`src/rtl/ysyx_22040365_wbu.sv`:
```
// Write-back unit: single-entry WB register, 32 x XLEN register file,
// and two combinational read ports with bypass from the pending entry.
module ysyx_22040365_wbu #(
    parameter int XLEN    = 64,
    parameter int NR_REGS = 32,
    parameter int AW      = 5
) (
    input  logic            clk,
    input  logic            rst_n,
    input  logic            ex_valid,
    output logic            ex_ready,
    input  logic [XLEN-1:0] ex_result,
    input  logic            wen_rd,
    input  logic [AW-1:0]   ex_rd,
    input  logic            wb_stall,
    input  logic [AW-1:0]   rs1_addr,
    input  logic [AW-1:0]   rs2_addr,
    output logic [XLEN-1:0] rs1_data,
    output logic [XLEN-1:0] rs2_data,
    output logic            wb_valid,
    output logic [AW-1:0]   wb_rd,
    output logic [XLEN-1:0] wb_data,
    output logic [63:0]     retire_cnt
);

    logic            r_wb_valid;
    logic            r_wb_wen;
    logic [AW-1:0]   r_wb_rd;
    logic [XLEN-1:0] r_wb_data;
    logic [63:0]     r_retire_cnt;
    logic [XLEN-1:0] r_regs [NR_REGS];

    logic w_accept;
    logic w_retire;
    logic w_write;

    assign ex_ready = !r_wb_valid || !wb_stall;
    assign w_accept = ex_valid && ex_ready;
    assign w_retire = r_wb_valid && !wb_stall;
    assign w_write  = w_retire && r_wb_wen && (r_wb_rd != '0);

    // Accept may coincide with retire, which keeps throughput at one per cycle
    always_ff @(posedge clk or negedge rst_n) begin
        if (!rst_n) begin
            r_wb_valid <= 1'b0;
            r_wb_wen   <= 1'b0;
            r_wb_rd    <= '0;
            r_wb_data  <= '0;
        end else if (w_accept) begin
            r_wb_valid <= 1'b1;
            r_wb_wen   <= wen_rd;
            r_wb_rd    <= ex_rd;
            r_wb_data  <= ex_result;
        end else if (w_retire) begin
            r_wb_valid <= 1'b0;
        end
    end

    always_ff @(posedge clk or negedge rst_n) begin
        if (!rst_n) begin
            r_retire_cnt <= '0;
        end else if (w_retire) begin
            r_retire_cnt <= r_retire_cnt + 64'd1;
        end
    end

    always_ff @(posedge clk or negedge rst_n) begin
        if (!rst_n) begin
            for (int i = 0; i < NR_REGS; i++) begin
                r_regs[i] <= '0;
            end
        end else if (w_write) begin
            r_regs[r_wb_rd] <= r_wb_data;
        end
    end

    logic w_byp1;
    logic w_byp2;

    assign w_byp1 = r_wb_valid && r_wb_wen && (r_wb_rd == rs1_addr);
    assign w_byp2 = r_wb_valid && r_wb_wen && (r_wb_rd == rs2_addr);

    always_comb begin
        rs1_data = r_regs[rs1_addr];
        if (rs1_addr == '0) begin
            rs1_data = '0;
        end else if (w_byp1) begin
            rs1_data = r_wb_data;
        end
    end

    always_comb begin
        rs2_data = r_regs[rs2_addr];
        if (rs2_addr == '0) begin
            rs2_data = '0;
        end else if (w_byp2) begin
            rs2_data = r_wb_data;
        end
    end

    assign wb_valid   = r_wb_valid;
    assign wb_rd      = r_wb_rd;
    assign wb_data    = r_wb_data;
    assign retire_cnt = r_retire_cnt;

endmodule

```
`config.mk`:
```
export PLATFORM = sky130hd
export DESIGN_NAME = ysyx_22040365_wbu
export DESIGN_NICKNAME = d
export VERILOG_FILES = /design/src/rtl/ysyx_22040365_wbu.sv
export SDC_FILE = /design/constraint.sdc
export NUM_CORES = 2
export LEC_CHECK = 0
export CAP_MARGIN = 15
export CORE_ASPECT_RATIO = 1.2
export CORE_MARGIN = 4
export CORE_UTILIZATION = 63
export CTS_BUF_LIST = sky130_fd_sc_hd__clkbuf_8
export CTS_CLUSTER_DIAMETER = 50
export DETAILED_ROUTE_END_ITERATION = 8
export DONT_BUFFER_PORTS = 1
export HOLD_SLACK_MARGIN = 0.08
export PLACE_DENSITY = 0.82
export SYNTH_ARGS = -nofsm -noshare
export SYNTH_HDL_FRONTEND = slang
export SYNTH_SLANG_ARGS = --single-unit
```
`constraint.sdc`:
```
create_clock -name clk -period 2.7 [get_ports clk]
set_input_delay 0.405 -clock clk [delete_from_list [all_inputs] [get_ports clk]]
set_output_delay 0.405 -clock clk [all_outputs]
set_load 0.005 [all_outputs]
```
==> impl_metrics.csv <==
group,metric,value,unit
setup_path,path_max_fanout,542,
timing,slew_headroom,-41.1,%
synth,synth_warnings,0,
setup_path,ff2ff_path_depth,8,
floorplan,num_rows,171,
setup_path,cp.required,2.30,ns
setup_path,path_class,"primary input to primary output",
synth,ys_types,77,
route,viasPerCell,7.63,
global_routing,grt.overflow.total,0,
clocking,clkLatencyLatePin,1.13,ns
floorplan,die_h,476,um
timing,tns,-122.51,ns
global_routing,grt_max_degree,543,
route,vias,82500,
synth,synthesis.instances,7890,
synth,syn_nets,7975,
floorplan,core,181000,um2
place,post-place-ws,-1.94,ns
timing,fmax,261,MHz
setup_path,reg2reg_from,"wb_valid$_DFFE_PN0P_",
global_routing,antenna_found_initial,22,
floorplan,die_w,398,um
synth,syn_area,115000,um2
place,port_buffers,0,
synth,synth_edf_count,0,
clocking,cts_buffer_depth,4,
place,place_hpwl,225,mm
timing,min_period,3.83,ns
route,drt-initial-drc-count,12300,
synth,synthFlopType,"dfrtp_1",
route,wirelength,407,mm
setup_path,critPathArrivalTime,3.43,ns
finish,drive_gt1_share,52.3,%
clocking,clockRootBuffer,"clkbuf_8",
route,ant_nets,0,
timing,skew,0.111,ns
synth,syn_area_per_cell,14.6,um2
setup_path,r2r-end,"r_regs[906]$_DFFE_PN0P_",
pwr,powerDensity,742,nW/um2
finish,nets,8206,
pwr,p_leak,60.5,nW
clocking,hold_buffers,143,
setup_path,end_kind,"primary output",
route,drc,0,
timing,hold_violations,299,
setup_path,r2r_setup_slack,-0.05,ns
route,routedWlPerCell,37.6,um
timing,fin_ws,-1.13,ns
setup_path,startpoint_type,"primary input",
clocking,cts_tree,"yes",
synth,yosysTopAreaCellShare,47.5,%
flow_run,cap_violations,0,
route,first_pass_iters,6,
synth,synth_top_cell_by_area,"dfrtp_1",
timing,hold-worst-slack,-1.02,ns
synth,yosysSeqAreaShare,47.5,%
global_routing,grt_pass1_wl,580,mm
timing,slew_viol_final,297,
timing,finalSetupViolCount,146,
outcome,status,"complete, but fails checks",
finish,finish.utilization,72.7,%
global_routing,grt_pass1_vias,84600,
timing,worst_pin_slew,2.12,ns
timing,rsz0062_at_grt,"true",
finish,nFillCells,10900,
synth,yosys-top-cells-area,"dfrtp_1 48%, mux2_2 20%, mux4_2 17%",
clocking,cts.sinks,2183,
global_routing,grt_use_total,42.2,%
floorplan,pin_count,347,
timing,fin_crit_sh,142,%
clocking,htreeDepth,5,
clocking,cts_buffers,363,
finish,synthToLayoutAreaGrowth,14.7,%
synth,ys_async_sr_fraction,100,%
place,place_congestion,0.920,
clocking,clk_pin_slew_worst_paths,0.07,ns
outcome,violations,"negative hold slack, max-slew violations, negative setup slack",
min_path,hp-class,"primary input to async pin",
pwr,vdd_ir_drop_max,0.524,mV
synth,synth-seq-cells,2183,
floorplan,initial_core_util,63.4,%
floorplan,dieArea,189000,um2
[per-stage QoR]
step / total power, W / hold slack, ns / cell area (um2) / instances
after floorplan: 0.0597 / 0.109 / 115000 / 7890
after global placement: 0.0645 / 0.119 / 120000 / 9964
after detailed placement: 0.0662 / 0.119 / 120000 / 9964
after CTS: 0.0963 / -1.09 / 131000 / 10800
after global routing: 0.101 / -1.05 / 132000 / 10800
final: 0.0978 / -1.02 / 132000 / 10800
[synth_stat cells, types with 15 or more instances]
cell / instances
mux2_2: 2079
clkbuf_1: 433
xnor2_1: 50
nor2b_1: 27
nor4_1: 21
a2111oi_0: 15
o221ai_1: 22
buf_4: 75
mux4_2: 878
o211ai_1: 29
nand3_1: 70
o21ai_0: 154
and3_1: 18
nor2_1: 157
a22oi_1: 136
xor2_1: 23
buf_1: 28
buf_2: 340
mux2i_1: 273
nand4_1: 26
nor3_1: 62
a21oi_1: 116
o22ai_1: 164
nand2_1: 121
o22a_1: 33
mux2_1: 56
a211oi_1: 19
dfrtp_1: 2183
a221oi_1: 61
[cells by family after synthesis]
family / share of synthesized area (%)
mux: 40.5
flops: 47.5
buf+inv: 3.60
compound gates: 5.06
simple gates: 2.71
xor+xnor: 0.557
fa+ha+maj: 0.0109
[layout by cell type, fill, tap and decap left out, drive strengths merged, types with 11 or more instances in the layout]
| master | Yosys | routed |
|---|---|---|
| mux2i | 273 | 273 |
| o21ai | 155 | 155 |
| dlygate4sd3 | 0 | 143 |
| clkbuf | 433 | 474 |
| nor2 | 169 | 169 |
| dfrtp | 2183 | 2183 |
| o211ai | 29 | 29 |
| xnor2 | 50 | 50 |
| inv | 7 | 117 |
| o221ai | 22 | 22 |
| a21oi | 116 | 116 |
| buf | 453 | 595 |
| and3 | 18 | 18 |
| o211a | 11 | 11 |
| mux2 | 2135 | 2135 |
| diode | 0 | 20 |
| nand3 | 70 | 70 |
| and2 | 11 | 11 |
| a22oi | 136 | 136 |
| clkinv | 1 | 37 |
| a221o | 12 | 12 |
| mux4 | 878 | 878 |
| nor3 | 67 | 67 |
| nand4 | 27 | 27 |
| a2111oi | 15 | 15 |
| a22o | 12 | 12 |
| nor3b | 13 | 13 |
| a221oi | 61 | 61 |
| xor2 | 23 | 23 |
| o22a | 33 | 33 |
| o22ai | 164 | 164 |
| a211oi | 19 | 19 |
| nand2b | 11 | 11 |
| nor4 | 26 | 26 |
| nand2 | 121 | 121 |
| nor2b | 27 | 27 |
[repair_timing]
action                                 in CTS  in global routing
pin swaps                                  47                 18
setup endpoints to repair                 438                668
resized for setup                         359                105
buffers inserted                           31                 16
cloned                                     17                 11
endpoints found under the hold margin     431                297
[worst max-delay path by stage]
stage | from | end
floorplan | rs2_addr[0] | rs2_data[32]
global placement | rst_n | r_regs[866]$_DFFE_PN0P_
detailed placement | rst_n | r_regs[866]$_DFFE_PN0P_
CTS | wb_rd[4]$_DFFE_PN0P_ | rs1_data[41]
global route | wb_rd[4]$_DFFE_PN0P_ | rs2_data[6]
finish | rs1_addr[1] | rs1_data[8]
[where the power goes]
| part | switching, W | internal (W) | total [W] | leakage (nW) |
|---|---|---|---|---|
| Sequential | 0.00585 | 0.0398 | 0.0457 | 29.5 |
| Combinational | 0.00917 | 0.0133 | 0.0225 | 26.9 |
| Clock | 0.0139 | 0.0158 | 0.0297 | 4.13 |
[area by class of cell]
cell class,count,area (um2),share of cell area (%)
antenna,20,50.0,0.0380
sequential,2183,54600,41.4
clock buffer,464,6390,4.84
clock inverter,153,779,0.591
timing repair buffer,752,8980,6.81
tap,2422,3030,2.30
inverter,8,30.0,0.0228
multi-input combinational,4813,57900,43.9
[state kept, by name (all words and copies together) (netlist names)]
signal	flops
r_regs	2048
wb_data	64
r_wb_wen	1
wb_valid	1
wb_rd	5
retire_cnt	64
[critical path, stage by stage]
cell and delay (ns):
and3b_1 0.93, buf_12 0.29, buf_4 0.15, a221o_1 0.33, nor3_1 0.23, a21oi_1 0.12
a21oi_4 0.18, buf_4 0.13
[layer usage]
metal	up-vias	global-route usage, %	part of all wire [%]
met3	1953	16.9	15
met5	-	0.281	0.027
met2	7041	60.2	43
met4	16	29.7	8.3
li1	30900	-	-
met1	42600	52.8	33
(Power assumes the default switching activity.)
